### config.mk
export PLATFORM = sky130hd
export DESIGN_NAME = i2s_rx
export DESIGN_NICKNAME = d
export VERILOG_FILES = /design/src/rtl/i2s_rx.sv
export SDC_FILE = /design/constraint.sdc
export NUM_CORES = 1
export LEC_CHECK = 0
export ABC_CLOCK_PERIOD_IN_PS = 2550
export BUFFER_PORTS_ARGS = -buffer_cell sky130_fd_sc_hd__buf_2
export CORE_MARGIN = 5
export CORE_UTILIZATION = 42
export DETAILED_ROUTE_END_ITERATION = 16
export SLEW_MARGIN = 10
export SYNTH_ARGS = -nofsm -noshare
export SYNTH_HDL_FRONTEND = slang
export SYNTH_SLANG_ARGS = --single-unit
export TNS_END_PERCENT = 30
### constraint.sdc
create_clock -name clk -period 2.55 [get_ports clk]
set_input_delay 0.3825 -clock clk [delete_from_list [all_inputs] [get_ports clk]]
set_output_delay 0.3825 -clock clk [all_outputs]
set_load 0.03 [all_outputs]
### src/rtl/i2s_rx.sv
// I2S receiver: oversamples bclk/lrck/data on clk, assembles left/right samples
// and presents each complete stereo pair through a valid/ready handshake.
module i2s_rx #(
   parameter int unsigned SAMPLE_WIDTH = 16,
   parameter int unsigned BIT_DELAY    = 1
) (
   input  logic                    clk,
   input  logic                    reset_n,
   input  logic                    audio_bclk,
   input  logic                    audio_lrck,
   input  logic                    audio_dac,
   output logic [SAMPLE_WIDTH-1:0] out_left,
   output logic [SAMPLE_WIDTH-1:0] out_right,
   output logic                    out_valid,
   input  logic                    out_ready,
   output logic                    overrun,
   output logic                    short_frame,
   input  logic                    error_clear
);

   localparam int unsigned      CNT_W      = 6;
   localparam logic [CNT_W-1:0] CNT_MAX    = '1;
   localparam logic [CNT_W-1:0] FIRST_SLOT = CNT_W'(BIT_DELAY);
   localparam logic [CNT_W-1:0] LAST_SLOT  = CNT_W'(BIT_DELAY + SAMPLE_WIDTH - 1);

   typedef enum logic [1:0] {
      SYNC_WAIT = 2'd0,
      LEFT      = 2'd1,
      RIGHT     = 2'd2
   } state_t;

   state_t                  state;
   logic [1:0]              bclk_sync;
   logic [1:0]              lrck_sync;
   logic [1:0]              dac_sync;
   logic                    bclk_d;
   logic                    lrck_prev;
   logic                    lrck_seen;
   logic [CNT_W-1:0]        bit_cnt;
   logic [SAMPLE_WIDTH-1:0] shift_reg;
   logic [SAMPLE_WIDTH-1:0] pend_left;
   logic                    pend_valid;

   logic                    bit_event_c;
   logic                    lrck_c;
   logic                    dac_c;
   logic                    lrck_chg_c;
   logic                    half_done_c;
   logic                    in_window_c;
   logic [CNT_W-1:0]        cnt_inc_c;
   logic [SAMPLE_WIDTH-1:0] slot0_sr_c;

   // Bit event = rising edge of the synchronized bit clock
   assign bit_event_c = bclk_sync[1] & ~bclk_d;
   assign lrck_c      = lrck_sync[1];
   assign dac_c       = dac_sync[1];
   // lrck_seen suppresses a false boundary on the very first event after reset
   assign lrck_chg_c  = lrck_seen && (lrck_c != lrck_prev);
   assign half_done_c = (bit_cnt >= LAST_SLOT);
   assign cnt_inc_c   = (bit_cnt == CNT_MAX) ? bit_cnt : bit_cnt + CNT_W'(1);
   assign in_window_c = (cnt_inc_c >= FIRST_SLOT) && (cnt_inc_c <= LAST_SLOT);
   // With zero bit delay the boundary slot already carries the MSB
   assign slot0_sr_c  = (BIT_DELAY == 0) ? SAMPLE_WIDTH'(dac_c) : '0;

   always_ff @(posedge clk or negedge reset_n) begin
      if (!reset_n) begin
         state       <= SYNC_WAIT;
         bclk_sync   <= '0;
         lrck_sync   <= '0;
         dac_sync    <= '0;
         bclk_d      <= 1'b0;
         lrck_prev   <= 1'b0;
         lrck_seen   <= 1'b0;
         bit_cnt     <= '0;
         shift_reg   <= '0;
         pend_left   <= '0;
         pend_valid  <= 1'b0;
         out_left    <= '0;
         out_right   <= '0;
         out_valid   <= 1'b0;
         overrun     <= 1'b0;
         short_frame <= 1'b0;
      end else begin
         bclk_sync <= {bclk_sync[0], audio_bclk};
         lrck_sync <= {lrck_sync[0], audio_lrck};
         dac_sync  <= {dac_sync[0], audio_dac};
         bclk_d    <= bclk_sync[1];

         if (out_valid && out_ready) begin
            out_valid <= 1'b0;
         end
         // Later assignments below (error set, new pair) take priority
         if (error_clear) begin
            overrun     <= 1'b0;
            short_frame <= 1'b0;
         end

         if (bit_event_c) begin
            lrck_prev <= lrck_c;
            lrck_seen <= 1'b1;
            case (state)
               SYNC_WAIT: begin
                  if (lrck_chg_c) begin
                     state     <= lrck_c ? RIGHT : LEFT;
                     bit_cnt   <= '0;
                     shift_reg <= slot0_sr_c;
                  end
               end
               LEFT, RIGHT: begin
                  if (lrck_chg_c) begin
                     bit_cnt   <= '0;
                     shift_reg <= slot0_sr_c;
                     if (state == LEFT) begin
                        if (half_done_c) begin
                           pend_left  <= shift_reg;
                           pend_valid <= 1'b1;
                        end else begin
                           short_frame <= 1'b1;
                           pend_valid  <= 1'b0;
                        end
                        state <= RIGHT;
                     end else begin
                        if (!half_done_c) begin
                           short_frame <= 1'b1;
                        end else if (pend_valid) begin
                           out_left  <= pend_left;
                           out_right <= shift_reg;
                           out_valid <= 1'b1;
                           if (out_valid && !out_ready) begin
                              overrun <= 1'b1;
                           end
                        end
                        pend_valid <= 1'b0;
                        state      <= LEFT;
                     end
                  end else begin
                     bit_cnt <= cnt_inc_c;
                     if (in_window_c) begin
                        shift_reg <= {shift_reg[SAMPLE_WIDTH-2:0], dac_c};
                     end
                  end
               end
               default: state <= SYNC_WAIT;
            endcase
         end
      end
   end

endmodule
# ---- Word-level counts from Yosys, hierarchy flattened
# Cells that the tools add are included.
dict set report totals {
  reg_bits 85
  latch_bits 0
  memories 0
  ram_bits 0
  romBits 0
  word_cells 79
}
dict set report classes {
  n_addsub 1
  muxes 35
  multipliers 0
  order_cmp 3
  div_mod_pow 0
  reduce_logical 14
  n_shift 0
  bitwise_logic 3
  eq_ne 7
}
# op count
set op_table {}
lappend op_table {{two-way mux 16 bit} 3}
lappend op_table {{one-hot mux 16 bit (2 select lines)} 1}
lappend op_table {{two-way mux 1 bit} 22}
lappend op_table {{two-way mux 6 bit} 3}
lappend op_table {{one-hot mux 6 bit (2 select lines)} 1}
lappend op_table {{AND reduction 3 bit} 3}
lappend op_table {{two-way mux 2 bit} 4}
lappend op_table {{adder 6 x 1 -> 6 bit (second input constant)} 1}
lappend op_table {{== test 6 bit (second input constant)} 1}
lappend op_table {{greater-or-equal comparator 6 x 1 -> 1 bit (second input constant)} 1}
lappend op_table {{greater-or-equal comparator 6 x 5 -> 1 bit (second input constant)} 1}
lappend op_table {{<= comparator 6 x 5 -> 1 bit (second input constant)} 1}
lappend op_table {{AND reduction 6 bit} 1}
lappend op_table {{AND reduction 5 bit} 1}
lappend op_table {{logical AND 1 bit} 4}
lappend op_table {{inequality test 2 bit (second input constant)} 2}
lappend op_table {{one-hot mux 2 bit (2 select lines)} 1}
lappend op_table {{AND reduction 4 bit} 1}
lappend op_table {{inequality test 3 bit (second input constant)} 1}
lappend op_table {{== test 2 x 1 -> 1 bit (second input constant)} 1}
lappend op_table {{== test 2 bit (second input constant)} 1}
lappend op_table {{zero test 2 bit} 1}
lappend op_table {{NOT 1 bit} 2}
lappend op_table {{nonzero test 2 bit} 1}
lappend op_table {{other kinds (4)} 4}

# ---- Longest topological paths before layout
# Gate-level depths: netlist of run 1.
dict set report logic_depth {
  word_depth 9
  ltp_mapped 8
  depth_no_buf 7
}

# ---- Worst setup path after synthesis of run 1
# Ideal clock, no wire load.
dict set report synth_timing {
  path_kind {register to register}
  from {register bit_cnt[0]}
  to {register shift_reg[10]}
  stages_incl_launch_ff 9
  setup_slack_ps 402
  required_ps 2428
  path_buffers 2
  t_arrival_ps 2027
  setup_ps 122
  period_less_slack_ps 2148
  cell_sequence {dfrtp_1 > ha_1 > and4b_1 > nand4_1 > and3_1 > or2_1 > clkbuf_1 > buf_2 > a32o_1}
}
dict set report synth_via {
  elab_chain_len 6
  word_cells_on_any_way 8
}
# element line
set synth_lines {}
lappend synth_lines {{from (decl)} 39} ;# logic [CNT_W-1:0] bit_cnt;
lappend synth_lines {{from (signal assigned)} 137} ;# bit_cnt <= cnt_inc_c;
lappend synth_lines {{adder 6 x 1 -> 6 bit or == test 6 bit (tied branches)} 60} ;# assign cnt_inc_c = (bit_cnt == CNT_MAX) ? bit_cnt : bit_cnt + CNT_W'(1);
lappend synth_lines {{two-way mux 6 bit *} 60}
lappend synth_lines {{greater-or-equal comparator 6 x 1 -> 1 bit or <= comparator 6 x 5 -> 1 bit (tied branches)} 61} ;# assign in_window_c = (cnt_inc_c >= FIRST_SLOT) && (cnt_inc_c <= LAST_SLOT);
lappend synth_lines {{logical AND 1 bit *} 61}
lappend synth_lines {{inequality test 3 bit (no line) *} --}
lappend synth_lines {{AND reduction 4 bit (no line) *} --}
lappend synth_lines {{to (signal assigned)} 106} ;# shift_reg <= slot0_sr_c;
lappend synth_lines {{to (signal assigned)} 112} ;# shift_reg <= slot0_sr_c;
lappend synth_lines {{to (signal assigned)} 139} ;# shift_reg <= {shift_reg[SAMPLE_WIDTH-2:0], dac_c};
lappend synth_lines {{to (decl)} 40} ;# logic [SAMPLE_WIDTH-1:0] shift_reg;
# Every way passes the cells marked *; elsewhere a longest branch is shown, timed or not.
# A chain may end at the register's enable or synchronous reset.

# ---- Worst setup path in the final report of run 1
dict set report layout_timing {
  from {register bit_cnt[0]}
  to {register shift_reg[13]}
}
# The elaborated chain is that of the path after synthesis.

==> summary.md, run 1 <==
| Metric | Value |
|---|---|
| Area post-placement | roughly 3800 µm² |
| Number of flops mapped to enable cells by yosys | 0 |
| Antenna Cells | 0 |
| DRC viols | 0 |
| CTS tree | done |
| Crit path time final | between 2 and 2.5 ns |
| Post-CTS Setup Bufs | 0 |
| Cell area after synthesis | ~3400 µm² |
| Cell count of the worst reg-to-reg path | 6 |
| DPL Wire Length | slightly below 4 mm |
| Most frequent cells after synthesis | 85 x dfrtp_1, 44 x mux2_2, 18 x a32o_1 |
| CTS Buf Count | 9 |
| CP arrival | ~2.6 ns |
| Die Span Y | 100 µm |
| Buffers on Ports | 41 |
| Critical Path RT | roughly 2.8 ns |
| H-tree depth | 3 |
| Total number of vias | roughly 2100 |
| Yosys top cell area share | 62.2% |
| Num rows | 33 |
| Endpoint type of the worst setup path | register |
| Post-CTS Hold Buffers | 0 |
| Clock Latency Late Sink | roughly 0.35 ns |
| Main synth FF type | dfrtp_1 |
| Utilization after layout | between 40% and 50% |
| Final Hold Vio Count | 0 |
| Syn avg cell area | approximately 14 µm² |
| Layout cell share with drive strength beyond 1 | a little under two fifths |
| Total Neg Setup Slack | 0 ns |
| Seq cells post-synth | 85 |
| Final instance area | 4000 µm² |
| Netlist cell types | 39 |
| Clock slew at reported path FFs | 0.08 ns |
| Post-synth top area cell | dfrtp_1 |
| Outcome | complete, no violations |
| Core area | 8050 µm² |
| Antenna violations before repair | 0 |
| Syn Nets | about 250 |
| Avg WL per Cell | between 10 and 15 µm |
| Via-to-Cell Ratio | ~5.2 |
| Vias in the first global route | about 2100 |
| Iter 0 DRT Violations | between 100 and 150 |
| GRT Overall Usage | between 10% and 20% |
| Register area share after synthesis | 62.2% |
| Clock Sinks | 85 |
| Initial Util | between 40% and 50% |
| Worst-path fanout max | 16 |
| Final setup viols | 0 |
| Bufs on Longest Clock Path | 2 |
| Syn. warnings | 0 |
| Leak | about 2 nW |
| Most common cell in the netlist | dfrtp_1 |
| Crit share post-route | between 80% and 90% |
| Total grt overflow | 0 |
| Slew Limit Fails | 0 |
| Die X-Extent | 100 µm |
| Syn Inst Count | between 200 and 250 |
| Nets | a little under 300 |
| Skew final | 0.00876 ns |
| Pwr Density | about 740 nW/µm² |
| Clock Tree Root | clkbuf_8 |
| First-pass GRT wire length | about 10 mm |
| VDD IR-drop max | just under 0.5 mV |
| Worst hold slack | a little over 0.04 ns |
| Antenna viol nets, final | 0 |
| DRT Pass-1 Iters | 4 |
| Crit path launch type | register |
| Largest net degree at the start of global routing | 51 |
| Die area | 10000 µm² |
| FFs w/ async S/R, synth | 100% |
| RSZ-0062 raised after global routing | false |
| Max-cap viol count | 0 |
| Critical path class | register to register |
| Final wirelength | 5.91 mm |
| Max_slew headroom | 54.7% |
| Area growth syn-to-layout | 16.9% |
| Fmax | 440 MHz |
| I/O Pins | 42 |
| Synth area leaders | dfrtp_1 62%, mux2_2 14%, a32o_1 5.3% |
| Hold Path Class | input pin to asynchronous set/reset pin |
| Routability congestion estimate | around 0.73 |
| Tightest Pin Transition | approximately 0.68 ns |
==> cells by family after synthesis <==
kind of cell,count (synthesis),synth area share [%]
xor+xnor,1,0.476
compound gates,44,10.2
mux,49,16.1
fa+ha+maj,3,1.10
flops,85,62.2
buf+inv,16,2.56
simple gates,43,7.32
==> timing repair <==
action | in CTS | in global routing
resized for setup | 0 | 1
setup endpoints to repair | 0 | 16
hold endpoints to repair | 0 | 0
==> through the flow <==
stage | instances | setup WS, ns | power (W)
after floorplan | 241 | 0.402 | 0.00177
after global placement | 381 | 0.0842 | 0.00186
after detailed placement | 381 | 0.0302 | 0.00188
after CTS | 396 | 0.00787 | 0.00300
after global routing | 396 | 0.110 | 0.00313
final | 396 | 0.275 | 0.00298
==> critical path, cell delays in order, from the launching register on <==
cell and delay (ns):
dfrtp_1 0.45, ha_1 0.34, and4b_1 0.25, nand4_1 0.11, a21oi_1 0.30, or2_1 0.51
a32o_1 0.25
==> path summary, 6_finish.rpt <==
path                              from             to  slack (ns)
setup / recovery            bit_cnt[0]  shift_reg[13]        0.28
hold / removal                 reset_n        overrun        0.04
setup reg to reg            bit_cnt[0]  shift_reg[13]        0.28
hold reg to reg            dac_sync[0]    dac_sync[1]        0.34
max in group asynchronous      reset_n   out_left[10]        1.88
min in group clk            audio_bclk   bclk_sync[0]        0.14
==> power breakdown <==
group	switching, W	internal [W]
Sequential	0.0000562	0.00140
Clock	0.000464	0.000647
Combinational	0.000269	0.000144
==> cell type report <==
cell class / count / area [µm²]
Inverter: 5 / 18.8
Fill cell: 721 / 4060
Tap cell: 105 / 131
Clock inverter: 6 / 113
Clock buffer: 9 / 124
Multi-Input combinational cell: 140 / 1210
Sequential cell: 85 / 2130
Timing Repair Buffer: 46 / 270
==> cells in the final DEF, fill, tap and decap left out, types with 2 or more instances in the layout <==
| cell type | n |
|---|---|
| bufinv_16 | 3 |
| nor2b_1 | 2 |
| and3_1 | 2 |
| nand3_1 | 3 |
| inv_1 | 5 |
| dfrtp_1 | 85 |
| a21oi_1 | 8 |
| mux2_1 | 4 |
| nor3b_1 | 2 |
| o21ai_0 | 5 |
| buf_4 | 4 |
| nor2_1 | 6 |
| mux2_2 | 44 |
| clkinv_4 | 2 |
| buf_12 | 2 |
| buf_2 | 40 |
| a21o_1 | 3 |
| a32o_1 | 18 |
| nand2b_1 | 3 |
| nand2_1 | 15 |
| ha_1 | 3 |
| a31oi_1 | 3 |
| clkbuf_8 | 9 |
==> layer usage <==
layer	wire length [µm]	part of all wire [%]	global-route usage, %
met4	65	1.1	3.21
met5	0	0	0
met2	2650	45	18.7
met1	2840	48	18.2
met3	357	6.0	4.79
No activity file was read; power rests on OpenSTA's default activity.
==> run 2: changes to the inputs <==
- CORE_MARGIN: 5 -> default
==> run 2 against run 1 <==
Register-to-register slack better by 0.04 ns. Non-clock buffer count stayed put. Via count is 1.9% higher. Clock power fell by 12%. Die area is 15% lower. Wire length shrank 0.14%. Largest power group unchanged. Clock skew rose by 0.0029 ns. Worst setup slack improved by 0.043 ns.
==> summary.md, run 2 (synthesis gave the netlist of run 1 again) <==
| Metric | Value |
|---|---|
| Clock Sinks | 85 |
| First-pass GRT wire length | about 10 mm |
| Total Neg Setup Slack | 0 ns |
| Die X-Extent | around 90 µm |
| H-tree depth | 3 |
| Initial Util | between 40% and 50% |
| Bufs on Longest Clock Path | 2 |
| Routability congestion estimate | about 0.83 |
| Fmax | 448 MHz |
| Placed Cells | 378 |
| Top sig layer | met4 |
| Worst setup margin | approximately 0.32 ns |
| Antenna Cells | 0 |
| Fin cells | between 300 and 400 |
| Area post-placement | around 3700 µm² |
| Met2 WL post-DR | roughly 2.6 mm |
| Total grt overflow | 0 |
| DPL Wire Length | ~3.8 mm |
| Crit share post-route | roughly 88% |
| DRC viols | 0 |
| Critical path class | register to register |
| Critical Path RT | around 2.8 ns |
| DRT Pass-1 Iters | 4 |
| Area growth syn-to-layout | 15.8% |
| Utilization after layout | 50.7% |
| Slew Limit Fails | 0 |
| Clock slew at reported path FFs | 0.09 ns |
| Most frequent cells in the layout | 85 x dfrtp_1, 44 x mux2_2, 40 x buf_2 |
| Crit path time final | approximately 2.2 ns |
| GRT Overall Usage | 15.4% |
| Most common cell after layout, fill and taps aside | dfrtp_1 |
| Layout cell share with drive strength beyond 1 | roughly 38% |
| Skew final | 0.0116 ns |
| CTS tree | done |
| Max_slew headroom | about 56% |
| Total number of vias | 2108 |
| P_int | between 0.002 and 0.0025 W |
| Die area | 8500 µm² |
| Final setup viols | 0 |
| Largest net degree at the start of global routing | 44 |
| Switching Fraction | ~29% |
| Final Hold Vio Count | 0 |
| RSZ-0062 raised after global routing | false |
| Crit path launch type | register |
| Clock Latency Late Sink | ~0.35 ns |
| Num rows | 32 |
| Psw | between 0.0008 and 0.0009 W |
| VDD IR-drop max | approximately 0.24 mV |
| Tightest Pin Transition | between 0.6 and 0.7 ns |
| Leak | ~2 nW |
| Iter 0 DRT Violations | ~110 |
| Pre-CTS WS | between 0.03 and 0.04 ns |
| Core area | 7810 µm² |
| Avg WL per Cell | 15.0 µm |
| Antenna viol nets, final | 0 |
| CP arrival | around 2.5 ns |
| I/O Pins | 42 |
| Endpoint type of the worst setup path | register |
| Antenna violations before repair | 0 |
| Metal-1 WL | a little under 3 mm |
| Max-cap viol count | 0 |
| Final wirelength | roughly 5.9 mm |
| Via-to-Cell Ratio | around 5.4 |
| Die Span Y | between 90 and 100 µm |
| Final instance area | between 3000 and 4000 µm² |
| Clock Tree Root | clkbuf_8 |
| Nets | 297 |
| Buffers on Ports | 41 |
| CTS Buf Count | 9 |
| Reg power frac | roughly half |
| Met3 WL | 277 µm |
| Vias in the first global route | roughly 2100 |
| Clock power share | between 30% and 40% |
| Pwr Density | between 700 and 800 nW/µm² |
| Worst-path fanout max | 16 |
| Post-CTS Setup Bufs | 0 |
| Hold Path Class | input pin to asynchronous set/reset pin |
| Outcome | complete, no violations |
| Comb pwr share | 14.9% |
run 2: cell types whose count changed in the layout (fill, tap and decap cells not counted):
cell        before  now
inv_8            0    1
clkinvlp_4       0    1
inv_6            0    2
clkinv_4         2    1
bufinv_16        3    1
run 2: through the flow:
stage,hold slack (ns),total power [W]
after CTS,0.0314,0.00287
after floorplan,0.0869,0.00177
after global routing,0.0647,0.00299
final,0.0217,0.00284
after global placement,0.339,0.00187
after detailed placement,0.340,0.00189
run 2: routing by layer:
| layer | vias up | GRT usage [%] |
|---|---|---|
| met5 | - | 0 |
| met4 | 0 | 8.59 |
| met3 | 9 | 2.74 |
| met2 | 53 | 21.8 |
| met1 | 1060 | 22.4 |
| li1 | 986 | - |
run 2: power groups by stage:
| stage | clock network (W) | registers [W] | logic, W |
|---|---|---|---|
| detailed placement | 0 | 0.00147 | 0.000416 |
| finish | 0.000973 | 0.00144 | 0.000422 |
| global placement | 0 | 0.00147 | 0.000407 |
| CTS | 0.00101 | 0.00144 | 0.000418 |
| floorplan | 0 | 0.00147 | 0.000300 |
| global route | 0.00106 | 0.00145 | 0.000482 |
run 2: final timing paths:
check | startpoint | end | slack (ns) | cells past startpoint
max | bit_cnt[1] | shift_reg[9] | 0.32 | 6
min in group clk | audio_bclk | bclk_sync[0] | 0.13 | 1
min | reset_n | out_right[3] | 0.02 | 1
max in group asynchronous | reset_n | out_right[2] | 1.92 | 2
min reg2reg | lrck_sync[0] | lrck_sync[1] | 0.36 | 0
max reg2reg | bit_cnt[1] | shift_reg[9] | 0.32 | 6
run 2: what timing repair did:
action | 4_1_cts | 5_1_grt
gates resized for setup | 0 | 1
hold buffers | 0 | 0
setup endpoints to repair | 0 | 16
run 2: cell type report:
class | instances | area (µm²)
multi-input combinational | 140 | 1210
inverter | 5 | 18.8
tap | 102 | 128
sequential | 85 | 2130
fill | 680 | 3850
clock inverter | 7 | 80.1
clock buffer | 9 | 124
timing repair buffer | 46 | 270
run 2: worst max-delay path, stage by stage (launching register included):
cell and delay, ns:
dfrtp_1 0.43, ha_1 0.32, and4b_1 0.25, nand4_1 0.11, a21oi_1 0.30, or2_1 0.50, a32o_1 0.26
==> run 3: changes to the inputs <==
- CORE_ASPECT_RATIO: default -> 0.75
- PLACE_DENSITY: default -> 0.67
==> run 3 against run 2 <==
Sequential power about the same. Global-route usage decreased by 0.22 points. Combinational power decreased by 2%. Clock power increased by 11%. Clock skew decreased by 0.0017 ns. Maximum frequency decreased by 3.6%. Wire length increased by 0.63%. Worst setup slack got worse by 0.085 ns. Largest cell class unchanged. Sequential share of layout area decreased by 0.35 points. Critical path depth unchanged. Non-clock buffer count decreased by 1. Highest routed layer unchanged. Total power increased by 3.7%.
==> summary.md, run 3 (synthesis gave the netlist of run 1 again) <==
| Metric | Value |
|---|---|
| Total number of vias | 2093 |
| Switching Fraction | between 20% and 30% |
| Most frequent CP cell | and3_1 |
| RR Startpoint | bit_cnt[0] |
| Clock Latency Late Sink | approximately 0.35 ns |
| Core area | 7880 µm² |
| Avg WL per Cell | about 15 µm |
| Comb pwr share | 14.1% |
| Initial Util | a little over two fifths |
| Worst hold slack | roughly 0.050 ns |
| Area post-placement | around 3700 µm² |
| Psw | 0.000795 W |
| Final setup viols | 0 |
| Worst-path fanout max | 16 |
| Crit path time final | 2.32 ns |
| Antenna violations before repair | 0 |
| Placed Cells | 380 |
| GRT Overall Usage | 15.2% |
| First-pass GRT wire length | 9.90 mm |
| Setup slack, reg-to-reg | about 0.23 ns |
| Antenna Cells | 0 |
| Post-CTS Setup Bufs | 0 |
| Post-CTS Hold Buffers | 0 |
| Die X-Extent | around 110 µm |
| CP arrival | 2.60 ns |
| Iter 0 DRT Violations | roughly 80 |
| Crit path launch type | register |
| Post-cts repair resize count | 0 |
| Max_slew headroom | 56.9% |
| Utilization after layout | 50.6% |
| Max-cap viol count | 0 |
| Bufs on Longest Clock Path | 2 |
| Buffers on Ports | roughly 40 |
| R2r endpoint | shift_reg[14] |
| Fmax | between 400 and 500 MHz |
| Total Neg Setup Slack | 0 ns |
| Slowest Stage Delay on Critical Path | about 0.47 ns |
| Vias in the first global route | ~2000 |
| CTS Buf Count | 9 |
| Crit share post-route | 90.8% |
| Crit-path slowest cell | or2_1 |
| Final Hold Vio Count | 0 |
| Die Span Y | ~80 µm |
| Routability congestion estimate | about 0.77 |
| I/O Pins | 42 |
| Slew Limit Fails | 0 |
| Final wirelength | just under 6 mm |
| Clock slew at reported path FFs | about 0.09 ns |
| DPL Wire Length | slightly below 4 mm |
| Pwr Density | around 740 nW/µm² |
| Clock power share | ~37% |
| VDD IR-drop max | approximately 0.35 mV |
| Layout cell share with drive strength beyond 1 | between 30% and 40% |
| Final instance area | 3990 µm² |
| Outcome | complete, no violations |
| Via-to-Cell Ratio | between 5 and 6 |
| Critical Path, Cell by Cell | ha_1 -> and3_1 -> mux2i_1 -> and3_1 -> or2_1 -> a32o_1 |
| Clock Tree Root | clkbuf_8 |
| Layout filler cell count | around 710 |
| Total grt overflow | 0 |
| H-tree depth | 3 |
| Largest net degree at the start of global routing | 50 |
| Area growth syn-to-layout | 16.6% |
| Hold Path Class | input pin to asynchronous set/reset pin |
| CTS tree | done |
| Fin cells | slightly below 400 |
| Leak | 2.03 nW |
| RSZ-0062 raised after global routing | false |
| Clock Sinks | 85 |
| DRC viols | 0 |
| Die area | between 8000 and 9000 µm² |
| Most common cell after layout, fill and taps aside | dfrtp_1 |
| Endpoint type of the worst setup path | register |
| Critical Path RT | approximately 2.8 ns |
| DRT Pass-1 Iters | 6 |
| Reg power frac | 49.3% |
| Num rows | 28 |
| Nets | around 300 |
| Most frequent cells in the layout | 85 x dfrtp_1, 44 x mux2_2, 40 x buf_2 |
| Cell count of the worst reg-to-reg path | 6 |
| Critical path class | register to register |
| Antenna viol nets, final | 0 |
| Skew final | between 0.009 and 0.01 ns |
| Tightest Pin Transition | 0.647 ns |
| P_int | about 0.0021 W |
-- run 3: cell types whose count changed in the layout (fill, tap and decap cells not counted), sizes merged --
cell      before  now
clkbuf         9   11
clkinvlp       1    0
buf           46   45
bufinv         1    2
clkinv         2    3
inv            8    5
-- run 3: area by class of cell --
cell class | instances | area, µm² | share of cell area (%)
inverter | 5 | 18.8 | 0.471
clock inverter | 5 | 82.6 | 2.07
timing repair buffer | 45 | 263 | 6.59
clock buffer | 11 | 151 | 3.80
sequential | 85 | 2130 | 53.4
multi-input combinational | 140 | 1210 | 30.4
tap | 105 | 131 | 3.30
-- run 3: layer usage --
layer	vias to the layer above	GRT usage, %	share of wire, %
met5	-	0	0
met4	0	5.42	1.3
met3	8	4.38	3.8
met2	37	21.8	43
met1	1062	21.9	52
li1	986	-	-
-- run 3: critical path, delay by kind of cell (launching register included) --
kind | cells | cell delay, ns
mux | 1 | 0.27
flops | 1 | 0.45
compound gates | 1 | 0.25
simple gates | 3 | 0.97
fa+ha+maj | 1 | 0.31
-- run 3: how the worst max path moves through the flow --
stage | from | to | slack (ns)
2_1_floorplan | bit_cnt[0] | shift_reg[10] | 0.40
3_3_place_gp | bit_cnt[0] | shift_reg[6] | 0.10
3_5_place_dp | bit_cnt[0] | shift_reg[10] | 0.05
4_1_cts | bit_cnt[0] | shift_reg[9] | 0.01
5_1_grt | bit_cnt[0] | shift_reg[12] | 0.08
6_report | bit_cnt[0] | shift_reg[14] | 0.23
-- run 3: power groups by stage --
stage / registers [W] / clock network (W) / logic, W
final: 0.00145 / 0.00108 / 0.000414
after global routing: 0.00146 / 0.00116 / 0.000466
after CTS: 0.00145 / 0.00111 / 0.000405
after detailed placement: 0.00147 / 0 / 0.000404
after global placement: 0.00147 / 0 / 0.000386
after floorplan: 0.00147 / 0 / 0.000300
-- run 3: stage by stage --
step	total power [W]	setup WS, ns
2_1_floorplan	0.00177	0.402
3_3_place_gp	0.00186	0.100
3_5_place_dp	0.00188	0.0503
4_1_cts	0.00297	0.0105
5_1_grt	0.00309	0.0833
6_report	0.00294	0.233
